## src/rtl/perceptron_pkg.sv

```systemverilog
// rtl/perceptron_pkg.sv - shared constants, state encoding and saturating arithmetic for the perceptron trainer
package perceptron_pkg;

    localparam int FRAC_BITS = 9;
    localparam int DATA_W    = 16;
    localparam int ADDR_W    = 10;
    localparam logic signed [DATA_W-1:0] ONE = 16'sd512;

    typedef enum logic [2:0] {
        ST_IDLE   = 3'd0,
        ST_ISSUE  = 3'd1,
        ST_FETCH  = 3'd2,
        ST_EVAL   = 3'd3,
        ST_UPDATE = 3'd4
    } state_t;

    // a + d (or a - d when neg), evaluated in 17 bits and clamped to the Q6.9 range
    function automatic logic signed [DATA_W-1:0] sat_addsub(
        input logic signed [DATA_W-1:0] a,
        input logic signed [DATA_W-1:0] d,
        input logic                     neg
    );
        logic signed [DATA_W:0] sum;
        sum = neg ? ({a[DATA_W-1], a} - {d[DATA_W-1], d})
                  : ({a[DATA_W-1], a} + {d[DATA_W-1], d});
        if (sum > 17'sd32767)
            return 16'sh7fff;
        else if (sum < -17'sd32768)
            return 16'sh8000;
        else
            return sum[DATA_W-1:0];
    endfunction

endpackage

```

## src/rtl/perceptron_train_ctrl_mac.sv

```systemverilog
// rtl/perceptron_train_ctrl_mac.sv - combinational weighted sum and sign activation
module perceptron_mac
    import perceptron_pkg::*;
(
    input  logic signed [DATA_W-1:0] i_w1,
    input  logic signed [DATA_W-1:0] i_w2,
    input  logic signed [DATA_W-1:0] i_x1,
    input  logic signed [DATA_W-1:0] i_x2,
    input  logic signed [DATA_W-1:0] i_b,
    output logic                     o_pred
);

    logic signed [2*DATA_W-1:0] w_p1;
    logic signed [2*DATA_W-1:0] w_p2;
    logic signed [2*DATA_W+1:0] w_sum;

    // Q12.18 products; the bias is moved up by FRAC_BITS to share their binary point
    assign w_p1  = i_w1 * i_x1;
    assign w_p2  = i_w2 * i_x2;
    assign w_sum = {{2{w_p1[2*DATA_W-1]}}, w_p1}
                 + {{2{w_p2[2*DATA_W-1]}}, w_p2}
                 + {{FRAC_BITS{i_b[DATA_W-1]}}, i_b, {FRAC_BITS{1'b0}}};

    // pred = 1 encodes +1 (sum >= 0), pred = 0 encodes -1
    assign o_pred = ~w_sum[2*DATA_W+1];

endmodule

```

## src/rtl/perceptron_train_ctrl.sv

```systemverilog
// rtl/perceptron_train_ctrl.sv - sample sequencer and perceptron learning engine
module perceptron_train_ctrl
    import perceptron_pkg::*;
#(
    parameter int N_SAMPLES  = 1024,
    parameter int MAX_EPOCHS = 16,
    parameter int LR_SHIFT   = 0
) (
    input  logic              clk,
    input  logic              rst_n,
    input  logic              start,
    output logic              busy,
    output logic              done,
    output logic              converged,
    output logic              mem_ena,
    output logic              wr_rd,
    output logic [ADDR_W-1:0] addr,
    input  logic [DATA_W-1:0] x1_data,
    input  logic [DATA_W-1:0] x2_data,
    input  logic [DATA_W-1:0] t_data,
    output logic [DATA_W-1:0] w1,
    output logic [DATA_W-1:0] w2,
    output logic [DATA_W-1:0] b,
    output logic [7:0]        epochs,
    output logic [10:0]       err_count
);

    localparam logic [ADDR_W-1:0] LAST_IDX   = ADDR_W'(N_SAMPLES - 1);
    localparam logic [7:0]        LAST_EPOCH = 8'(MAX_EPOCHS - 1);

    state_t                    r_state;
    state_t                    w_state_next;
    logic                      w_finish;
    logic                      w_last_sample;
    logic [10:0]               w_ep_err;
    logic                      w_pred;
    logic                      w_unused_t;

    logic [ADDR_W-1:0]         r_idx;
    logic signed [DATA_W-1:0]  r_x1;
    logic signed [DATA_W-1:0]  r_x2;
    logic                      r_t_neg;
    logic                      r_err;
    logic [10:0]               r_ep_err;
    logic signed [DATA_W-1:0]  r_w1;
    logic signed [DATA_W-1:0]  r_w2;
    logic signed [DATA_W-1:0]  r_b;
    logic [7:0]                r_epochs;
    logic [10:0]               r_err_count;
    logic                      r_converged;
    logic                      r_done;

    // only the label's sign carries information
    assign w_unused_t    = ^t_data[DATA_W-2:0];
    assign w_last_sample = (r_idx == LAST_IDX);
    assign w_ep_err      = r_ep_err + {10'd0, r_err};

    perceptron_mac u_mac (
        .i_w1   (r_w1),
        .i_w2   (r_w2),
        .i_x1   (r_x1),
        .i_x2   (r_x2),
        .i_b    (r_b),
        .o_pred (w_pred)
    );

    // state register
    always_ff @(posedge clk or negedge rst_n) begin
        if (!rst_n) r_state <= ST_IDLE;
        else        r_state <= w_state_next;
    end

    // next-state: four cycles per sample, leave at an error-free epoch or the epoch limit
    always_comb begin
        w_state_next = r_state;
        w_finish     = 1'b0;
        case (r_state)
            ST_IDLE:   if (start) w_state_next = ST_ISSUE;
            ST_ISSUE:  w_state_next = ST_FETCH;
            ST_FETCH:  w_state_next = ST_EVAL;
            ST_EVAL:   w_state_next = ST_UPDATE;
            ST_UPDATE: begin
                w_state_next = ST_ISSUE;
                if (w_last_sample && (w_ep_err == 11'd0 || r_epochs == LAST_EPOCH)) begin
                    w_state_next = ST_IDLE;
                    w_finish     = 1'b1;
                end
            end
            default:   w_state_next = ST_IDLE;
        endcase
    end

    // datapath: operand capture, error flag, weight update and epoch bookkeeping
    always_ff @(posedge clk or negedge rst_n) begin
        if (!rst_n) begin
            r_idx       <= '0;
            r_x1        <= '0;
            r_x2        <= '0;
            r_t_neg     <= 1'b0;
            r_err       <= 1'b0;
            r_ep_err    <= '0;
            r_w1        <= '0;
            r_w2        <= '0;
            r_b         <= '0;
            r_epochs    <= '0;
            r_err_count <= '0;
            r_converged <= 1'b0;
            r_done      <= 1'b0;
        end else begin
            r_done <= w_finish;
            case (r_state)
                ST_IDLE: begin
                    if (start) begin
                        r_idx       <= '0;
                        r_ep_err    <= '0;
                        r_w1        <= '0;
                        r_w2        <= '0;
                        r_b         <= '0;
                        r_epochs    <= '0;
                        r_err_count <= '0;
                        r_converged <= 1'b0;
                    end
                end
                ST_FETCH: begin
                    r_x1    <= x1_data;
                    r_x2    <= x2_data;
                    r_t_neg <= t_data[DATA_W-1];
                end
                ST_EVAL: r_err <= (w_pred == r_t_neg);
                ST_UPDATE: begin
                    if (r_err) begin
                        r_w1 <= sat_addsub(r_w1, r_x1 >>> LR_SHIFT, r_t_neg);
                        r_w2 <= sat_addsub(r_w2, r_x2 >>> LR_SHIFT, r_t_neg);
                        r_b  <= sat_addsub(r_b, ONE >>> LR_SHIFT, r_t_neg);
                    end
                    if (!w_last_sample) begin
                        r_idx    <= r_idx + ADDR_W'(1);
                        r_ep_err <= w_ep_err;
                    end else begin
                        r_idx       <= '0;
                        r_ep_err    <= '0;
                        r_epochs    <= r_epochs + 8'd1;
                        r_err_count <= w_ep_err;
                        if (w_ep_err == 11'd0) r_converged <= 1'b1;
                    end
                end
                default: ;
            endcase
        end
    end

    assign busy      = (r_state != ST_IDLE);
    assign mem_ena   = (r_state == ST_ISSUE);
    assign wr_rd     = 1'b0;
    assign addr      = r_idx;
    assign done      = r_done;
    assign converged = r_converged;
    assign w1        = r_w1;
    assign w2        = r_w2;
    assign b         = r_b;
    assign epochs    = r_epochs;
    assign err_count = r_err_count;

endmodule

```

## config.mk

```make
export PLATFORM = sky130hd
export DESIGN_NAME = perceptron_train_ctrl
export DESIGN_NICKNAME = d
export VERILOG_FILES = /design/src/rtl/perceptron_pkg.sv /design/src/rtl/perceptron_train_ctrl_mac.sv /design/src/rtl/perceptron_train_ctrl.sv
export SDC_FILE = /design/constraint.sdc
export NUM_CORES = 2
export LEC_CHECK = 0
export CAP_MARGIN = 20
export CORE_MARGIN = 1.5
export CORE_UTILIZATION = 24
export CTS_BUF_LIST = sky130_fd_sc_hd__clkbuf_4 sky130_fd_sc_hd__clkbuf_8 sky130_fd_sc_hd__clkbuf_16
export CTS_CLUSTER_DIAMETER = 120
export DETAILED_ROUTE_END_ITERATION = 12
export GPL_TIMING_DRIVEN = 0
export HOLD_SLACK_MARGIN = 0.06
export PLACE_DENSITY_LB_ADDON = 0.2
export SLEW_MARGIN = 40
export SYNTH_ARGS = -nofsm -noshare
export SYNTH_HDL_FRONTEND = slang
export SYNTH_HIERARCHICAL = 1
export SYNTH_SLANG_ARGS = --single-unit
export TNS_END_PERCENT = 10
```

## constraint.sdc

```tcl
create_clock -name clk -period 15.7 [get_ports clk]
set_clock_uncertainty 0.15 [all_clocks]
set_input_delay 3.925 -clock clk [delete_from_list [all_inputs] [get_ports clk]]
set_output_delay 3.925 -clock clk [all_outputs]
set_load 0.02 [all_outputs]
```

==> results.json <==
{
  "status": "finished, final reports clean",
  "drt-initial-drc-count": 842,
  "rsz0062_at_grt": "false",
  "drt_first_pass_iters": 5,
  "wl_per_cell_um": 19.4,
  "hold_violations": 0,
  "crit_chain": "clkbuf_1 -> nand2_1 -> fa_1 -> fa_1 -> fa_1 -> inv_1 -> fa_1 -> inv_1 -> fa_1 -> fa_1 -> inv_1 -> fa_1 -> inv_1 -> fa_1 -> inv_1 -> ha_1 -> nand3_1 -> nor2_1 -> nand4_1 -> nor4_1 -> a211oi_2 -> xnor2_1 -> xnor2_1 -> mux2_2",
  "dieArea_um2": 117000,
  "path_depth": 24,
  "synth_edf_count": 0,
  "initial_utilization": 0.242,
  "place_ws_ns": 6.29,
  "maxSlewHeadroom": 0.438,
  "cp_slowest_cell": "dfrtp_1",
  "yosysWarningCount": 6,
  "max_freq_mhz": 107,
  "grt.overflow.total": 0,
  "grt.total_usage": 0.159,
  "final_cell_mix": "658 x inv_1, 619 x fa_1, 353 x nand2_1, 232 x and2_1, 186 x ha_1",
  "layoutNonFillerInstCount": 4568,
  "area_delta_synth_final_pct": 13.6,
  "h-tree-depth": 4,
  "nNetsFinal": 3899,
  "ys_seq_elements": 119,
  "slowest_delay_ns": 0.77,
  "n_fill_cell": 12435,
  "arrival_ns": 9.62,
  "ios": 133,
  "syn_area_per_cell_um2": 9.50,
  "endpoint_kind": "register",
  "ys.flop_type": "dfrtp_1",
  "vias_per_cell": 4.25,
  "start_kind": "register",
  "slew_viol_final": 0,
  "grt_max_degree": 57,
  "synth_cell_types": 71,
  "die_h_um": 342,
  "synthCells": 2904,
  "core_area_um2": 114000,
  "worstMarginPinSlew_ns": 0.841,
  "required_ns": 15.94,
  "crit_buf_inv": 6,
  "dp.cells": 4535,
  "cts_tree": "done",
  "setup_viol": 0,
  "path_class": "register to register",
  "ys_seq_area_frac": 0.108,
  "syn-num-nets": 3760,
  "cts-root-buf": "clkbuf_16",
  "wl_um": 88600,
  "final_cell_area_um2": 31400,
  "grt_pass1_vias": 21561,
  "synth_top_area_share": 0.449,
  "clock_sink_count": 119,
  "grt_pass1_wl_um": 138000,
  "postCtsResizedCells": 0,
  "synth_top_area_cell": "fa_1",
  "drv_cap": 0,
  "critPathTopFamily": "adder cells",
  "clock_latency_ns": 0.52,
  "setup_ws_ns": 6.32,
  "layout_commonest_cell": "inv_1",
  "cts_made_buffers": 17,
  "layout-drive-gt1-share": 0.0370,
  "min_period_over_period": 0.598,
  "rr_worst_depth": 24,
  "place_area_um2": 30800,
  "path_max_fanout": 11,
  "hold_class": "register to register",
  "syn_area_um2": 27600,
  "setup_tns_ns": 0,
  "place.gp.congestion": 0.821,
  "antenna_cells": 0,
  "die_x_um": 342,
  "antenna_found_initial": 7,
  "hold_depth": 2,
  "vias": 19400,
  "drt.antenna.violating_nets": 0,
  "post_cts.repair.setup_buffers": 0,
  "netlist_top_cells_area": "fa_1 45%, dfrtp_1 11%, inv_1 9.0%, ha_1 8.4%, and2_1 5.3%",
  "drc": 0,
  "cp_common_cell": "fa_1",
  "row_count": 124,
  "layout_min_cycle_time_ns": 9.38,
  "clk_pin_slew_ns": 0.07,
  "dp_hpwl_um": 75100,
  "port_buffers": 116,
  "hold_buffers": 0,
  "async_reset_ff_frac": 1.00,
  "clockBufferDepth": 2
}
-- layer usage --
| layer | GRT usage | up-vias | part of all wire |
|---|---|---|---|
| met1 | 0.216 | 9916 | 0.47 |
| li1 | - | 9022 | - |
| met3 | 0.0353 | 97 | 0.048 |
| met4 | 0.0448 | 4 | 0.026 |
| met2 | 0.255 | 361 | 0.46 |
| met5 | 0 | - | 0.00034 |
-- cell families after synthesis --
| logic type | count (synthesis) | synth area share |
|---|---|---|
| other | 1 | 0.000136 |
| flip-flops | 119 | 0.108 |
| adder cells (fa/ha/maj) | 817 | 0.538 |
| AO/OA/AOI/OAI | 274 | 0.0631 |
| XOR/XNOR | 98 | 0.0326 |
| multiplexers | 27 | 0.0109 |
| buffers and inverters | 775 | 0.107 |
| AND/OR/NAND/NOR | 793 | 0.140 |
-- tightest hold or removal path, stage by stage, from the launching register on --
cell and delay [ns]:
dfrtp_1 0.36, nand2_1 0.06, nand2_1 0.05
-- state kept, by name, summed over array words and instances, names as in the netlist --
| register | flops |
|---|---|
| r_x2 | 16 |
| addr | 10 |
| w1 | 16 |
| r_err | 1 |
| r_state | 3 |
| r_t_neg | 1 |
| r_x1 | 16 |
| w2 | 16 |
| epochs | 8 |
| r_ep_err | 11 |
| done | 1 |
| err_count | 11 |
| converged | 1 |
| b | 8 |
-- per-stage QoR --
step / util / hold slack (ns)
after CTS: 0.275 / 0.347
after global placement: 0.268 / 0.319
final: 0.275 / 0.344
after global routing: 0.275 / 0.366
after floorplan: - / 0.327
after detailed placement: 0.269 / 0.324
-- layout make-up --
| type | count | area (µm²) | area share |
|---|---|---|---|
| tap | 1512 | 1890 | 0.0603 |
| inverter | 658 | 2470 | 0.0788 |
| timing repair buffer | 120 | 1240 | 0.0394 |
| buffer | 117 | 503 | 0.0160 |
| clock inverter | 15 | 164 | 0.00523 |
| multi-input combinational | 2010 | 21700 | 0.692 |
| clock buffer | 17 | 425 | 0.0136 |
| sequential | 119 | 2980 | 0.0950 |
-- final timing paths --
kind                                    from           end  slack (ns)
max in group asynchronous              rst_n         w1[3]       11.60
worst min-delay path            err_count[0]  err_count[0]        0.34
worst max-delay path                  w1[15]         r_err        6.32
min in group asynchronous              rst_n       r_t_neg        3.14
worst min register to register  err_count[0]  err_count[0]        0.34
worst max register to register        w1[15]         r_err        6.32
-- synth_stat cells (3+ instances only) --
cell type  number
nand4_1        11
nand2_1       353
mux2_2         25
clkbuf_1      103
o21ai_1         9
nand3_1        27
or3_1           5
maj3_1          4
o211ai_1        5
buf_1           3
maj3_2          8
nor2_1         75
ha_1          186
a21oi_1        64
nor3b_1         6
buf_4           9
xor2_1         27
o21ai_0        79
a31oi_1        15
dfrtp_1       119
inv_1         658
o41ai_1         3
a31o_2          4
nor2b_1        20
nand2b_1       14
nor3_1         25
a211oi_1       13
a221o_1         9
nor4_1          6
fa_1          619
o31ai_1        18
xnor2_1        68
a21o_1         16
o21a_1          7
a22o_1          9
and2_1        233
and3_1          5
Power is not shown: default switching activity piles up to over one toggle a cycle in this logic, so the estimate is an artifact.
